### src/rtl/serial_subtractor.sv
// Bit-serial two's-complement subtractor: diff = a - b, LSB first, one full-subtractor
// cell per clock with a registered borrow; start/busy/done handshake.
module serial_subtractor #(
  parameter int WIDTH = 8
) (
  input  logic             clk,
  input  logic             rst_n,
  input  logic             start,
  input  logic [WIDTH-1:0] a,
  input  logic [WIDTH-1:0] b,
  output logic             busy,
  output logic             done,
  output logic [WIDTH-1:0] diff,
  output logic             borrow,
  output logic             ovf,
  output logic [1:0]       dbg_state
);

  localparam int CW = $clog2(WIDTH + 1);
  localparam logic [CW-1:0] LAST = CW'(WIDTH - 1);

  typedef enum logic [1:0] {
    S_IDLE = 2'd0,
    S_RUN  = 2'd1,
    S_DONE = 2'd2
  } state_t;

  // Handshake: start is sampled on a rising edge only when busy is low (IDLE or
  // DONE); done is a one-cycle pulse in the cycle after results are loaded.
  state_t           r_state;
  state_t           w_state_next;
  logic [WIDTH-1:0] r_sa;
  logic [WIDTH-1:0] r_sb;
  logic [WIDTH-1:0] r_sr;
  logic             r_br;
  logic [CW-1:0]    r_cnt;
  logic             r_a_msb;
  logic             r_b_msb;
  logic [WIDTH-1:0] r_diff;
  logic             r_borrow;
  logic             r_ovf;

  logic             w_x;
  logic             w_y;
  logic             w_d;
  logic             w_br_next;
  logic             w_accept;
  logic             w_last;

  assign w_x       = r_sa[0];
  assign w_y       = r_sb[0];
  assign w_d       = w_x ^ w_y ^ r_br;
  assign w_br_next = (~w_x & w_y) | (~(w_x ^ w_y) & r_br);
  assign w_accept  = start && (r_state != S_RUN);
  assign w_last    = (r_state == S_RUN) && (r_cnt == LAST);

  always_comb begin
    w_state_next = r_state;
    case (r_state)
      S_IDLE:  if (start) w_state_next = S_RUN;
      S_RUN:   if (r_cnt == LAST) w_state_next = S_DONE;
      S_DONE:  w_state_next = start ? S_RUN : S_IDLE;
      default: w_state_next = S_IDLE;
    endcase
  end

  always_ff @(posedge clk) begin
    if (!rst_n) begin
      r_state <= S_IDLE;
    end else begin
      r_state <= w_state_next;
    end
  end

  always_ff @(posedge clk) begin
    if (!rst_n) begin
      r_sa    <= '0;
      r_sb    <= '0;
      r_sr    <= '0;
      r_br    <= 1'b0;
      r_cnt   <= '0;
      r_a_msb <= 1'b0;
      r_b_msb <= 1'b0;
    end else if (w_accept) begin
      r_sa    <= a;
      r_sb    <= b;
      r_br    <= 1'b0;
      r_cnt   <= '0;
      r_a_msb <= a[WIDTH-1];
      r_b_msb <= b[WIDTH-1];
    end else if (r_state == S_RUN) begin
      r_sa  <= r_sa >> 1;
      r_sb  <= r_sb >> 1;
      r_sr  <= {w_d, r_sr[WIDTH-1:1]};
      r_br  <= w_br_next;
      r_cnt <= r_cnt + CW'(1);
    end
  end

  // Results are loaded only on the final bit so partial sums never appear on diff.
  always_ff @(posedge clk) begin
    if (!rst_n) begin
      r_diff   <= '0;
      r_borrow <= 1'b0;
      r_ovf    <= 1'b0;
    end else if (w_last) begin
      r_diff   <= {w_d, r_sr[WIDTH-1:1]};
      r_borrow <= w_br_next;
      r_ovf    <= (r_a_msb != r_b_msb) && (w_d != r_a_msb);
    end
  end

  assign busy      = (r_state == S_RUN);
  assign done      = (r_state == S_DONE);
  assign diff      = r_diff;
  assign borrow    = r_borrow;
  assign ovf       = r_ovf;
  assign dbg_state = r_state;

endmodule

### config.mk
export PLATFORM = sky130hd
export DESIGN_NAME = serial_subtractor
export DESIGN_NICKNAME = d
export VERILOG_FILES = /design/src/rtl/serial_subtractor.sv
export SDC_FILE = /design/constraint.sdc
export NUM_CORES = 1
export LEC_CHECK = 0
export BUFFER_PORTS_ARGS = -buffer_cell sky130_fd_sc_hd__buf_2
export CORE_UTILIZATION = 54
export CTS_CLUSTER_SIZE = 12
export DETAILED_ROUTE_END_ITERATION = 8
export PLACE_DENSITY = 0.9
export SKIP_LAST_GASP = 1
export SLEW_MARGIN = 15
export SYNTH_ARGS = -nofsm -noshare
export SYNTH_HDL_FRONTEND = slang
export SYNTH_SLANG_ARGS = --single-unit
### constraint.sdc
create_clock -name clk -period 1.6 [get_ports clk]
set_input_delay 0.08 -clock clk [delete_from_list [all_inputs] [get_ports clk]]
set_output_delay 0.08 -clock clk [all_outputs]
set_load 0.03 [all_outputs]
* Yosys cells after proc, flatten, opt, wreduce, memory -nomap -nowiden
Index checks and enable logic that the tools add are counted.
Word-level totals: word-level logic and storage cells 45, flip-flop bits (word level) 43, bits of input ports 19, output and inout port bits 14
Cells by class: bitwise gates (word level) 9, equal/unequal tests 8, reduce and logical (&&, ||, !) cells 8, add/sub/neg operators 1, muxes and demuxes 8
Operators by type and width (count):
- two-way mux 8 bit | 4
- one-hot mux 2 bit (3 select lines) | 1
- adder 4 x 1 -> 4 bit, second input constant | 1
- equality test 4 x 3 -> 1 bit, second input constant | 1
- two-way mux 2 bit | 2
- != test 2 x 1 -> 1 bit, second input constant | 2
- NOT 1 bit | 4
- AND reduction 2 bit | 2
- logical AND 1 bit | 3
- AND 1 bit | 2
- equality test 2 x 1 -> 1 bit, second input constant | 1
- equality test 2 bit, second input constant | 1
- logical NOT 2 bit | 1
- != test 1 bit | 2
- != test 2 bit, second input constant | 1
- nonzero test 2 bit | 1
- OR reduction 2 bit | 1
- XOR 1 bit | 2
- two-way mux 1 bit | 1
- bitwise OR 1 bit | 1

* Logic depth before layout (Yosys ltp)
depth in word-level cells 4, gate-level depth with buffers 5, depth with buffers taken out 5

* Worst setup path before layout
OpenSTA, ideal clock, no wires.
path type reg-to-reg, start register r_state[0] (netlist: dbg_state[0]), end register r_diff[7] (netlist: diff[7]), period minus slack after synthesis 1362 ps, stages on the path, launching flop included 6, setup time 70 ps, slack 238 ps, arrival time 1291 ps, buffers on the path 1, required time 1530 ps, path through dfxtp_1 > nand2b_1 > inv_1 > buf_2 > nand3_1 > a21oi_1
On the way: cells in the longest elaborated chain, start to end 2
RTL lines:
- from (decl) | line 30 | state_t r_state;
- from (signal assigned) | line 71 | r_state <= w_state_next;
- equality test 2 x 1 -> 1 bit
- net busy | line 11 | output logic busy,
- logical AND 1 bit | line 55 | assign w_last = (r_state == S_RUN) && (r_cnt == LAST);
- to (signal assigned) | line 107 | r_diff <= {w_d, r_sr[WIDTH-1:1]};
- to (decl) | line 39 | logic [WIDTH-1:0] r_diff;
The timed path passes the listed nets, and every way through them passes these cells. A chain may end at the register's enable or synchronous reset.

* Worst setup path after layout
start register r_sa[0], end register r_ovf (netlist: ovf)
On the way: cells in the longest elaborated chain, start to end 4
RTL lines:
- from (decl) | line 32 | logic [WIDTH-1:0] r_sa;
- from (signal assigned) | line 92 | r_sa <= r_sa >> 1;
- XOR 1 bit (2 in a row) | line 52 | assign w_d = w_x ^ w_y ^ r_br;
- net w_d | line 45 | logic w_d;
- != test 1 bit | line 109 | r_ovf <= (r_a_msb != r_b_msb) && (w_d != r_a_msb);
- logical AND 1 bit | line 109
- to (signal assigned) | line 109
- to (decl) | line 41 | logic r_ovf;
The timed path passes the listed nets, and every way through them passes these cells.

==> impl_metrics.ini <==
[synth]
ys_ff_latch = 42
synth_compound_area_frac = 0.189
synthTopCellsByCount = 42 x dfxtp_1, 23 x a21oi_1, 18 x nor2_1
synth_edf_count = 0
synth_cells = 193
synth.cell_area_mm2 = 0.00174
ys_seq_area_frac = 0.484
synth_top_area_cell = dfxtp_1
yosysWarnings = 0
async_flop_share = 0
yosys.area_share.xor_xnor = 0
yosys.area_share.simple = 0.157
synth_top_family_by_area = compound AO/OA/AOI/OAI gates
yosys.area.top_type_share = 0.484
synthAdderAreaFrac = 0.0187
yosysUniqueCellTypes = 30
synth_most_common_cell = dfxtp_1
netlist_top_cells_area = dfxtp_1 48%, mux2i_1 8.7%, a21oi_1 6.6%
synth-main-ff-cell = dfxtp_1
synth.avg_cell_area_um2 = 8.99
syn_nets = 214
synth_mux_area_frac = 0.0952

[global_route]
grtUsageMet3 = 0.0703
met1_usage = 0.251
track_usage = 0.213
gr-total-overflow = 0
antenna_found_initial = 0
first_global_vias = 1261
top_usage_layer = met2
grt_pass1_wl_mm = 5.46
met2_usage = 0.363
grt_max_degree = 48

[sta]
max_freq_mhz = 682
layout_min_cycle_time_ps = 1470
tightest_slew_ps = 384
final.period_utilization = 0.916
rsz0062_at_grt = no
slew_violations = 0
finalSetupTns_ps = 0
setup_violations = 0
relSlewSlack = 0.743
fin_worst_skew_ps = 4.10
hold_viol = 0

[critical_path]
crit_fanout = 4
critPathArrivalTime_ps = 1730
end_kind = flip-flop
slowest_delay_ps = 590
path_delay_family = adder cells
worst_path_max_delay_cell = fa_1
path_class = flip-flop to flip-flop
cp.required_ps = 1860
path_cells = fa_1, and3b_1, a21oi_1, a211oi_1
cp-start-kind = flip-flop
worst-path-buf-inv = 0

[clocking]
path_clk_slew_ps = 110
root_buffer = clkbuf_4
worst_skew_pair.late_latency_ps = 350
cts_buffer_depth = 2
tritoncts = built
clkSinkCount = 42
cts_made_buffers = 5
cts_max_level = 2

[finish]
n_antenna_cell = 0
stdcell_area_mm2 = 0.00204
fillers = 248
area_growth_pct = 17.7
fin_nets = 252
post-route-util = 0.669
drive_above_1_share = 0.225

[floorplan]
rows = 20
die_width_um = 58.7
io_pins = 33
chipHeight_um = 58.7
coreArea_mm2 = 0.00305
initial_utilization = 0.568
die_area_mm2 = 0.00344

[placed_design]
dp_hpwl_mm = 2.22
gp_congestion = 0.774
place_area_mm2 = 0.00195
portBuffers = 32

[pwr]
p_per_area_mw_per_mm2 = 914
p_leak_nw = 0.860
peakVddDrop_v = 0.000678

[drt]
wl_mm = 3.32
dr.pass1.iters = 4
antenna_left = 0
avgRoutedWirePerCell_um = 12.1
drc = 0
dr.first_iter.drc_count = 57
viasPerCell = 5.35
num_vias = 1471

[outcome]
outcome = complete, no violations

[flow_run]
drv_cap = 0

[min_path]
hp-class = input pin to flip-flop
==> per-stage QoR <==
step                setup slack (ps)  instances  total power (W)  hold WS (ps)
global route                    34.7        275          0.00196          61.9
finish                           134        275          0.00187          66.8
global placement                 219        263          0.00138           346
floorplan                        238        193          0.00132           198
CTS                             25.4        272          0.00187          2.36
detailed placement               154        263          0.00139           358
==> per-layer routing <==
layer	routed length [um]	vias up
met3	140	7
met1	1570	674
li1	-	760
met4	54	0
met2	1560	30
met5	0	-
==> layout make-up <==
class / instances / area, um2 / share of cell area
Multi-Input combinational cell: 132 / 801 / 0.392
Timing Repair Buffer: 45 / 278 / 0.136
Tap cell: 44 / 55.1 / 0.0270
Sequential cell: 42 / 841 / 0.412
Clock buffer: 7 / 45.0 / 0.0221
Inverter: 5 / 22.5 / 0.0110
==> logic make-up after synthesis <==
| logic type | after synthesis |
|---|---|
| AOI/OAI and AO/OA | 54 |
| and+or+nand+nor | 60 |
| adders and majority gates | 2 |
| buffers and inverters | 19 |
| muxes | 16 |
| DFF | 42 |
==> tightest hold or removal path: cells and delay by family <==
family	cells	cell delay, ps
mux	1	120
buf+inv	1	90
compound gates	1	80
==> placed cells by master, fill, tap and decap left out, types with 2 or more instances in the layout <==
cell type      synthesis  routed
dlygate4sd3_1          0       3
buf_2                  8      32
nand3_1               15      15
a211oi_1              15      15
nor3_1                 2       2
nor2_1                18      18
nand2_1               17      17
buf_4                  2       9
dfxtp_1               42      42
clkbuf_1               3       2
a21oi_1               23      23
inv_1                  4       3
mux2i_1               15      15
o21ai_0               10      10
and3b_1                2       2
clkbuf_4               0       5
==> power by group <==
part           internal (W)  switching, W
Combinational      0.000116      0.000145
Clock              0.000166      0.000318
Sequential          0.00109     0.0000280
Total               0.00138      0.000491
==> flip-flops by register name, summed over array words and instances, names as in the netlist <==
register and count:
borrow 1, dbg_state 2, diff 8, ovf 1
r_a_msb 1, r_b_msb 1, r_br 1, r_cnt 4
r_sa 8, r_sb 8, r_sr 7
==> path summary, 6_finish.rpt <==
check                                     startpoint                    to  slack (ps)  depth (start not counted)
worst max-delay path            r_sa[0]$_SDFFE_PN0P_      ovf$_SDFFE_PN0P_         130                          4
worst min register to register  r_sr[1]$_SDFFE_PN0P_  r_sr[1]$_SDFFE_PN0P_         460                          2
worst max register to register  r_sa[0]$_SDFFE_PN0P_      ovf$_SDFFE_PN0P_         130                          4
worst min-delay path                            b[3]  r_sb[3]$_SDFFE_PN0P_          70                          3
==> timing repair <==
| action | CTS | global route |
|---|---|---|
| setup buffers | 0 | 2 |
| hold buffers | 2 | 1 |
| pin swaps | 0 | 0 |
| endpoints found under the hold margin | 2 | 1 |
| cloned | 0 | 0 |
| endpoints found under the setup margin | 1 | 1 |
| gates resized for setup | 1 | 0 |
Power figures use the tool's default switching activity.
